## config.mk

```make
export PLATFORM = sky130hd
export DESIGN_NAME = vrf_addr_seq
export DESIGN_NICKNAME = d
export VERILOG_FILES = /design/src/rtl/vrf_addr_seq_pkg.sv /design/src/rtl/vrf_elem_cnt.sv /design/src/rtl/vrf_addr_seq.sv
export SDC_FILE = /design/constraint.sdc
export NUM_CORES = 1
export LEC_CHECK = 0
export ABC_AREA = 1
export CORE_UTILIZATION = 45
export CTS_CLUSTER_SIZE = 24
export DETAILED_ROUTE_END_ITERATION = 10
export GPL_TIMING_DRIVEN = 0
export PLACE_DENSITY = 0.65
export SLEW_MARGIN = 40
export SYNTH_ARGS = -nofsm -noshare
export SYNTH_HDL_FRONTEND = slang
export SYNTH_SLANG_ARGS = --single-unit
```

## constraint.sdc

```tcl
create_clock -name clk_i -period 4.65 [get_ports clk_i]
set_input_delay 0.93 -clock clk_i [delete_from_list [all_inputs] [get_ports clk_i]]
set_output_delay 0.93 -clock clk_i [all_outputs]
set_load 0.02 [all_outputs]
```

## src/rtl/vrf_addr_seq_pkg.sv

```systemverilog
// Shared vector-core types and helpers for the VRF address sequencer.
// Covers element widths, sequencer states and the elements-per-group computation.
package vrf_addr_seq_pkg;

  typedef enum logic [1:0] {
    SEW8    = 2'd0,
    SEW16   = 2'd1,
    SEW32   = 2'd2,
    SEW_RSV = 2'd3
  } sew_e;

  typedef enum logic [1:0] {
    IDLE = 2'd0,
    RUN  = 2'd1,
    DONE = 2'd2
  } seq_state_e;

  localparam int MIN_SEW   = 8;
  localparam int WORD_BITS = 32;

  // Elements held by one register group in one lane; zero for the reserved width.
  function automatic int unsigned elems_per_group(input sew_e sew, input int unsigned vloc);
    if (sew == SEW_RSV) begin
      return 0;
    end
    return vloc * $unsigned(WORD_BITS / (MIN_SEW << sew));
  endfunction

endpackage

```

## src/rtl/vrf_elem_cnt.sv

```systemverilog
// Bidirectional element counter with a chained group pointer.
// The element counter wraps modulo E; each wrap steps the group pointer.
module vrf_elem_cnt #(
  parameter int CW = 5,
  parameter int GW = 4
) (
  input  logic          clk,
  input  logic          rst_n,
  input  logic          load,
  input  logic          up,
  input  logic [CW-1:0] e_max,
  input  logic [GW-1:0] g_max,
  input  logic          advance,
  output logic [CW-1:0] c,
  output logic [GW-1:0] g
);

  logic          up_reg;
  logic [CW-1:0] e_max_reg;
  logic          wrap;

  assign wrap = up_reg ? (c == e_max_reg) : (c == '0);

  always_ff @(posedge clk or negedge rst_n) begin
    if (!rst_n) begin
      up_reg    <= 1'b0;
      e_max_reg <= '0;
      c         <= '0;
      g         <= '0;
    end else if (load) begin
      up_reg    <= up;
      e_max_reg <= e_max;
      c         <= up ? '0 : e_max;
      g         <= up ? '0 : g_max;
    end else if (advance) begin
      if (wrap) begin
        c <= up_reg ? '0 : e_max_reg;
        g <= up_reg ? g + 1'b1 : g - 1'b1;
      end else begin
        c <= up_reg ? c + 1'b1 : c - 1'b1;
      end
    end
  end

endmodule

```

## src/rtl/vrf_addr_seq.sv

```systemverilog
// Per-lane VRF address sequencer: walks vl elements across LMUL register groups,
// producing word address plus byte select over a valid/ready handshake.
module vrf_addr_seq
  import vrf_addr_seq_pkg::*;
#(
  parameter int MEM_DEPTH         = 512,
  parameter int VREG_LOC_PER_LANE = 8,
  parameter int MAX_GROUP         = 8,
  parameter int VL_W              = 12,
  localparam int AW               = $clog2(MEM_DEPTH),
  localparam int GW               = $clog2(MAX_GROUP) + 1
) (
  input  logic                    clk_i,
  input  logic                    rst_i,
  input  logic                    start_i,
  input  logic                    flush_i,
  input  logic [MAX_GROUP*AW-1:0] start_addr_i,
  input  logic [GW-1:0]           group_cnt_i,
  input  logic [AW-1:0]           slide_offset_i,
  input  logic                    up_down_i,
  input  logic [1:0]              element_width_i,
  input  logic [VL_W-1:0]         vl_i,
  input  logic                    ready_i,
  output logic                    valid_o,
  output logic [AW-1:0]           addr_o,
  output logic [1:0]              byte_sel_o,
  output logic                    last_o,
  output logic                    busy_o,
  output logic                    done_o
);

  localparam int CW = $clog2(VREG_LOC_PER_LANE * (WORD_BITS / MIN_SEW));
  localparam int NG = 2 ** GW;
  localparam logic [GW-1:0] GC_MAX = GW'(MAX_GROUP);

  seq_state_e state_reg, state_next;

  logic [MAX_GROUP*AW-1:0] base_reg;
  logic [AW-1:0]           offset_reg;
  logic                    up_reg;
  sew_e                    sew_reg;
  logic [VL_W-1:0]         rem_reg;

  sew_e            sew_in;
  logic [GW-1:0]   gc_eff;
  logic [31:0]     e_in;
  logic [31:0]     total_in;
  logic [VL_W-1:0] n_in;
  logic [CW-1:0]   e_max_in;
  logic [GW-1:0]   g_max_in;
  logic            load;
  logic            accept;
  logic            run;

  logic [CW-1:0] c;
  logic [GW-1:0] g;
  logic [CW-1:0] word_idx;
  logic [AW-1:0] addr_sum;
  logic [AW-1:0] addr_calc;
  logic [1:0]    bs_calc;
  logic [AW-1:0] base_arr [NG];

  // Pointer values past the configured groups read as zero instead of going out of range.
  genvar gi;
  generate
    for (gi = 0; gi < NG; gi++) begin : g_base
      if (gi < MAX_GROUP) begin : g_used
        assign base_arr[gi] = base_reg[gi*AW +: AW];
      end else begin : g_pad
        assign base_arr[gi] = '0;
      end
    end
  endgenerate

  assign sew_in = sew_e'(element_width_i);

  always_comb begin
    gc_eff = group_cnt_i;
    if (group_cnt_i == '0) begin
      gc_eff = GW'(1);
    end else if (group_cnt_i > GC_MAX) begin
      gc_eff = GC_MAX;
    end
  end

  assign e_in     = elems_per_group(sew_in, $unsigned(VREG_LOC_PER_LANE));
  assign total_in = 32'(gc_eff) * e_in;
  assign n_in     = (32'(vl_i) < total_in) ? vl_i : VL_W'(total_in);
  assign e_max_in = CW'(e_in - 32'd1);
  assign g_max_in = gc_eff - GW'(1);

  assign load   = (state_reg == IDLE) && start_i && !flush_i;
  assign accept = (state_reg == RUN) && ready_i && !flush_i;
  assign run    = (state_reg == RUN);

  always_ff @(posedge clk_i or negedge rst_i) begin
    if (!rst_i) begin
      state_reg <= IDLE;
    end else begin
      state_reg <= state_next;
    end
  end

  always_comb begin
    state_next = state_reg;
    case (state_reg)
      IDLE: begin
        if (load) begin
          state_next = (n_in == '0 || sew_in == SEW_RSV) ? DONE : RUN;
        end
      end
      RUN: begin
        if (flush_i) begin
          state_next = IDLE;
        end else if (accept && rem_reg == VL_W'(1)) begin
          state_next = DONE;
        end
      end
      DONE:    state_next = IDLE;
      default: state_next = IDLE;
    endcase
  end

  always_ff @(posedge clk_i or negedge rst_i) begin
    if (!rst_i) begin
      base_reg   <= '0;
      offset_reg <= '0;
      up_reg     <= 1'b0;
      sew_reg    <= SEW8;
      rem_reg    <= '0;
    end else if (load) begin
      base_reg   <= start_addr_i;
      offset_reg <= slide_offset_i;
      up_reg     <= up_down_i;
      sew_reg    <= sew_in;
      rem_reg    <= n_in;
    end else if (accept) begin
      rem_reg <= rem_reg - VL_W'(1);
    end
  end

  vrf_elem_cnt #(
    .CW(CW),
    .GW(GW)
  ) u_cnt (
    .clk    (clk_i),
    .rst_n  (rst_i),
    .load   (load),
    .up     (up_down_i),
    .e_max  (e_max_in),
    .g_max  (g_max_in),
    .advance(accept),
    .c      (c),
    .g      (g)
  );

  // Narrower elements pack several per word: the word index drops the byte-lane bits.
  always_comb begin
    word_idx = c;
    bs_calc  = 2'b00;
    case (sew_reg)
      SEW8: begin
        word_idx = c >> 2;
        bs_calc  = c[1:0];
      end
      SEW16: begin
        word_idx = c >> 1;
        bs_calc  = {c[0], 1'b0};
      end
      default: begin
        word_idx = c;
        bs_calc  = 2'b00;
      end
    endcase
  end

  assign addr_sum  = base_arr[g] + {{(AW-CW){1'b0}}, word_idx};
  assign addr_calc = up_reg ? addr_sum + offset_reg : addr_sum - offset_reg;

  assign valid_o    = run;
  assign addr_o     = run ? addr_calc : '0;
  assign byte_sel_o = run ? bs_calc : 2'b00;
  assign last_o     = run && (rem_reg == VL_W'(1));
  assign busy_o     = (state_reg != IDLE);
  assign done_o     = (state_reg == DONE);

endmodule

```

* After elaboration in Yosys (flattened, before gate mapping)
Cells that the tools add are included.
** Cells by class
- Add/sub/neg operators :: 10
- Multipliers :: 1
- Divide/modulo/power cells :: 1
- $lt $le $gt $ge :: 3
- Equality and inequality tests :: 8
- Shift operators :: 1
- Multiplexer cells :: 32
- Bitwise logic cells :: 1
- Reduce and logical (&&, ||, !) cells :: 18
** Operator list (number)
- binary-select mux 9 bit (select 4 bit) :: 1
- two-way mux 12 bit :: 3
- two-way mux 9 bit :: 4
- divider 7 x 32 -> 32 bit, first input constant :: 1
- less-than comparator 12 x 32 -> 1 bit :: 1
- multiplier 4 x 32 -> 32 bit :: 1
- two-way mux 32 bit :: 1
- left shift 4 x 2 -> 32 bit, first input constant :: 1
- two-way mux 5 bit :: 6
- two-way mux 4 bit :: 7
- equality test 12 x 1 -> 1 bit, second input constant :: 1
- logical NOT 12 bit :: 1
- subtractor 12 x 1 -> 12 bit, second input constant :: 1
- two-way mux 2 bit :: 5
- case mux 5 bit (2 select lines) :: 1
- subtractor 5 x 1 -> 5 bit, second input constant :: 2
- adder 9 x 5 -> 9 bit :: 1
- adder 9 bit :: 1
- subtractor 9 bit :: 1
- case mux 2 bit (2 select lines) :: 2
- subtractor 4 x 1 -> 4 bit, second input constant :: 2
- logical AND 1 bit :: 6
- nonzero test 2 bit :: 3
- adder 5 x 1 -> 5 bit, second input constant :: 1
- other kinds (16) :: 21
** Word-level totals
- Register bits :: 112
- Latch bits :: 0
- Bits in writable memories :: 0
- Memory bits (read-only) :: 0
- Input port bits :: 105
- Output and inout bits :: 15
- Word-level logic and storage cells :: 84
- Memories kept :: 0

* Logic depth before layout (Yosys ltp)
- Word-level depth :: 11
- Mapped depth :: 38
- Gate-level depth less buffers :: 37

* Hierarchy
Synthesis repeated with hierarchy kept, for this count alone.
** Unflattened totals
- Cell total of the unflattened synthesis :: 1536
- Area, all modules :: 10620.2 µm²
** By module, submodules not included
- vrf_addr_seq :: times used 1, cells an instance 1383, area each 9486.6 µm², sequential area each 2452.4 µm²
- vrf_elem_cnt :: times used 1, cells an instance 153, area each 1133.6 µm², sequential area each 375.4 µm²

* Worst setup path before layout
Ideal clock, no wire load.
- Path type :: input -> register
- Start :: in element_width_i[0]
- End :: reg state_reg[1]
- Library setup time :: 0.073 ns
- Data arrival time :: 5.749 ns
- Required time :: 4.577 ns
- Path slack :: -1.172 ns
- Cell stages on the path :: 34
- Buffers on the path :: 2
- Cell sequence :: inv_1 > ha_1 > inv_2 > nand2_1 > nand2_1 > nand2_1 > nor2_1 > clkbuf_1 > inv_1 > fa_1 > inv_1 > fa_1 > ha_1 > nand2_1 > nand2_1 > inv_1 > nand2_1 > xnor2_1 > ha_1 > nand2_1 > inv_1 > nand2_1 > nand2_1 > nand4_1 > nor3_4 > nand4_4 > buf_6 > a21oi_2 > nand2_1 > nor2_1 > nand2_1 > nand2_1 > nand2_1 > a21oi_2
** On the way
- Word-level cells in the longest chain between the ends :: 11
- Elaborated cells between the ends (all ways) :: 13
- Classes of those cells :: mul (1); div (1); order compare (1); eq/ne (1); shift (1); mux (6); reduce/logical (2)
** RTL lines
- start: declaration :: line vrf_addr_seq.sv:21 : input logic [1:0] element_width_i,
- left shift 4 x 2 -> 32 bit or equality test 2 bit (tied branches) :: line vrf_addr_seq_pkg.sv:26, vrf_addr_seq_pkg.sv:23, vrf_addr_seq.sv:109
- divider 7 x 32 -> 32 bit or two-way mux 1 bit (tied branches) :: line vrf_addr_seq_pkg.sv:26, vrf_addr_seq_pkg.sv:23
- two-way mux 32 bit :: line vrf_addr_seq_pkg.sv:26 : return vloc * $unsigned(WORD_BITS / (MIN_SEW << sew));
- multiplier 4 x 32 -> 32 bit :: line vrf_addr_seq.sv:87 : assign total_in = 32'(gc_eff) * e_in;
- less-than comparator 12 x 32 -> 1 bit :: line vrf_addr_seq.sv:88 : assign n_in = (32'(vl_i) < total_in) ? vl_i : VL_W'(total_in);
- two-way mux 12 bit :: line vrf_addr_seq.sv:88
- logical NOT 12 bit :: line vrf_addr_seq.sv:109 : state_next = (n_in == '0 || sew_in == SEW_RSV) ? DONE : RUN;
- logical OR 1 bit (*) :: line vrf_addr_seq.sv:109
- two-way mux 2 bit (*) :: line vrf_addr_seq.sv:109
- two-way mux 2 bit (*) :: line vrf_addr_seq.sv:108 : if (load) begin
- case mux 2 bit (2 select lines) (*) :: line vrf_addr_seq.sv:106 : case (state_reg)
- end signal: assignment :: line vrf_addr_seq.sv:100 : state_reg <= state_next;
- end: declaration :: line vrf_addr_seq.sv:36 : seq_state_e state_reg, state_next;
Mark *: on every way between the ends. The rest lies on a longest branch, timed or not. The select of a mux whose other input is x is not followed.
A chain may end at the register's enable or synchronous reset.

* Worst setup path after layout
- Start :: in element_width_i[1]
- End :: reg state_reg[1]
Same word-level chain as after synthesis.

==> run summary <==
The mean number of vias per cell works out to 5.15. The cell row count came out at 55. For the number of diodes added for antenna fixing, the log shows 0. The logs give 10600 µm² for the summed instance area of the synthesized netlist and 0 for the hold-fix buffer count after cts. For the final standard cell area without fillers, the log shows 14400 µm². The sum of internal, switching and leakage power was 9.25 mW; the height of the die was 156 µm.

Entering global routing, the biggest net connects 66 pins. The share of the synthesized area in the top cell type came out at 25.9%. The top cell types in the final layout, fill and taps aside, are 398 x sky130_fd_sc_hd__nand2_1, 231 x sky130_fd_sc_hd__inv_1, 143 x sky130_fd_sc_hd__nor2_1. The detail route stage leaves a number of antenna-violating nets equal to 0. The tools report the total half-perimeter wirelength after legalization and detailed placement as 24400 µm.

The number of global-route vias before repair came out at 10229. Setup repair after global routing could not meet its margin everywhere. Cells fill 63.0% of the core in the end. The routed layout has 10671 vias. Top flip-flop cell by instance count after synthesis: sky130_fd_sc_hd__dfrtp_1. Of all flip-flops after synthesis, the portion carrying an async set or reset was 100%. The length in cells of the worst reg-to-reg path is 11. Including well taps, the total number of placed cells is 1971. Power spread over the standard cell area amounts to 640 nW/µm². The net count of the finished layout is 1983.

The run gives 1766 as the net count after synthesis. CTS placed an instance of sky130_fd_sc_hd__clkbuf_16 at the clock tree root. The tools report the total I/O pin count as 120.

Timing would allow up to 178 MHz. Die outline area: 24300 µm². After layout, the minimum clock period comes to 5.62 ns. The leakage power was 7.04 nW; the average size of a mapped cell was 6.92 µm². Headroom to the max-slew limit came out at 43.7%. The largest total area in the synthesized netlist belongs to sky130_fd_sc_hd__dfrtp_1. STA classifies the critical path endpoint as a register. The floorplan step set the die width to 156 µm.

The setup skew after layout was 0.0158 ns. The clock slew at the register clock pins of the worst setup and hold paths was 0.08 ns; the count of clock tree sinks was 110. The final global-route overflow total came out at 0. The first global-routing pass estimated 51000 µm of wire.

The final reports fail on negative setup slack. At the worst endpoint, the required time is 4.94 ns. No sink is reached through more buffers than the 2 on the longest clock path.

The number of antenna violations at the first check in global routing was 0; the final hold violation count was 0. The data arrival time at the worst-slack endpoint is 5.91 ns, and the total number of H-tree levels is 3. The total of buffers placed on input and output ports was 119.

The tools report the proportion of synthesized chip area in sequential cells as 25.9%. Final count of pins violating max slew: 0. The end of the worst register-to-register path was base_reg[7]$_DFFE_PN0P_.

The tools report the number of warnings printed during yosys synthesis as 0. The largest single stage delay on the critical path is 0.62 ns. The actual transition at the worst max-transition pin came out at 0.845 ns.

The final period utilization came out at 121%. The final-layout setup total negative slack came out at -11.09 ns. The final wirelength is 32400 µm, and the biggest fanout along the worst timing path is 7.

The initial utilization of the core area, before any placement, comes to 46.4%. Final worst slack: -0.971 ns. Leaving out fill and tap cells, the most frequent cell in the layout is sky130_fd_sc_hd__nand2_1.

The number of buffers inserted during clock tree synthesis was 9; the post-placement cell area was 12500 µm². For flop-to-flop paths, the worst setup slack is 1.14 ns. Counting every instance in the synthesized netlist gives 1538.

After floorplanning, the core was sized to cover 22900 µm². For the worst-skew pair, the clock arrives at the later sink with an insertion delay of 0.37 ns. The post-route netlist has 21.4% of its cells at a drive strength greater than 1. Final cell count without fillers: 2073. Routability-driven placement finished with a final weighted congestion of 0.913.

The startpoint type of the worst setup path is a primary input. In this run the worst setup path terminates at state_reg[1]$_DFFE_PN0P_. The slowest cell on the critical path is sky130_fd_sc_hd__fa_2.

For this run, design rule violations remaining after detail routing come to 0. In this run the worst setup path begins at element_width_i[1]. For this run, the detailed router's first-pass iteration total came to 5. In this run, synthesis inferred 0 flip-flops with an integrated enable.

TritonCTS built the clock tree. VDD sags by at most 0.577 mV. The number of max-capacitance violations reported was 0. The worst setup path category is in2reg. Combined global-route utilization of all metal layers: 26.8%. After synthesis, the cell types taking the most area are sky130_fd_sc_hd__dfrtp_1 26%, sky130_fd_sc_hd__nand2_1 15%, sky130_fd_sc_hd__fa_1 10%. Setup violations remaining at the end of the flow were counted as 18. The tightest min-delay check is of the reg2reg type. In this run, distinct cell masters in the synthesized netlist total 53. The synthesis-stage register bit count works out to 110.

Detailed-route wire length per cell: 15.6 µm. The area added between synthesis and finish works out to 35.7%. The register with the most flip-flops in the layout has 72 of them. The run finished, with violations left. In this run the critical register-to-register path is launched from rem_reg[6]$_DFFE_PN0P_.

The count of routing violations after the opening detailed-route iteration was 784.
synthesized netlist by cell type (all sizes together) (9+ instances only):
master and number:
a21oi 61, clkbuf 42, dfrtp 110, fa 55, ha 68, inv 276, nand2 451, nand3 47
nand4 24, nor2 175, nor3 18, o211ai 9, o21ai 98, o22ai 18, xnor2 22, xor2 13
cell families (layout without fill, tap and decap cells):
| logic type | Yosys count | count (layout) | synth area share [%] |
|---|---|---|---|
| buffers and inverters | 324 | 545 | 11.5 |
| AND/OR/NAND/NOR | 725 | 726 | 29.0 |
| adder cells (fa/ha/maj) | 123 | 123 | 18.3 |
| flip-flops | 110 | 110 | 25.9 |
| XOR/XNOR | 35 | 35 | 2.88 |
| AO/OA/AOI/OAI | 221 | 221 | 12.3 |
per-stage QoR:
step           worst slack, ns  hold slack (ns)
6_report                -0.971            0.473
5_1_grt                  -1.28            0.487
4_1_cts                 -0.932            0.474
3_5_place_dp             -2.47            0.454
3_3_place_gp             -2.44            0.448
2_1_floorplan           -0.777            0.437
power breakdown:
part | leakage [nW] | switching [mW] | internal [mW] | total (mW)
logic | 5.54 | 3.83 | 2.84 | 6.67
registers | 1.35 | 0.349 | 1.44 | 1.79
clock network | 0.149 | 0.405 | 0.383 | 0.788
total | 7.04 | 4.58 | 4.66 | 9.25
routing by layer:
layer / part of all wire [%] / GRT usage, % / routed length, µm
met1: 48 / 40.2 / 15600
met2: 45 / 42.1 / 14500
met3: 5.8 / 2.78 / 1870
met4: 1.2 / 4.48 / 397
met5: 0 / 0 / 0
layout make-up:
class	count	area [µm²]
buffer	45	357
clock buffer	9	225
sequential	110	2750
clock inverter	7	77.6
fill	2038	8480
timing repair buffer	206	1910
multi-input combinational	1105	7650
tap	313	392
inverter	278	1070
worst min path at each step:
stage | to | slack, ns | startpoint | depth (start not counted)
after floorplan | base_reg[11]$_DFFE_PN0P_ | 0.44 | base_reg[11]$_DFFE_PN0P_ | 2
after global placement | base_reg[30]$_DFFE_PN0P_ | 0.45 | base_reg[30]$_DFFE_PN0P_ | 2
after detailed placement | base_reg[50]$_DFFE_PN0P_ | 0.45 | base_reg[50]$_DFFE_PN0P_ | 2
after CTS | base_reg[30]$_DFFE_PN0P_ | 0.47 | base_reg[30]$_DFFE_PN0P_ | 2
after global routing | base_reg[30]$_DFFE_PN0P_ | 0.49 | base_reg[30]$_DFFE_PN0P_ | 2
final | base_reg[31]$_DFFE_PN0P_ | 0.47 | base_reg[31]$_DFFE_PN0P_ | 2
critical path, delay by kind of cell:
| family | cells | cell delay, ns |
|---|---|---|
| AOI/OAI and AO/OA | 2 | 0.27 |
| xor gates and xnor gates | 1 | 0.14 |
| adders and majority gates | 5 | 1.87 |
| buffers and inverters | 9 | 0.83 |
| and+or+nand+nor | 18 | 1.84 |
timing repair:
action / in CTS / in global routing
endpoints found under the setup margin: 23 / 22
pin swaps: 56 / 61
resized for setup: 202 / 129
setup buffers: 53 / 32
cloned: 3 / 0
Note: power is estimated with default switching activity, not from simulation.
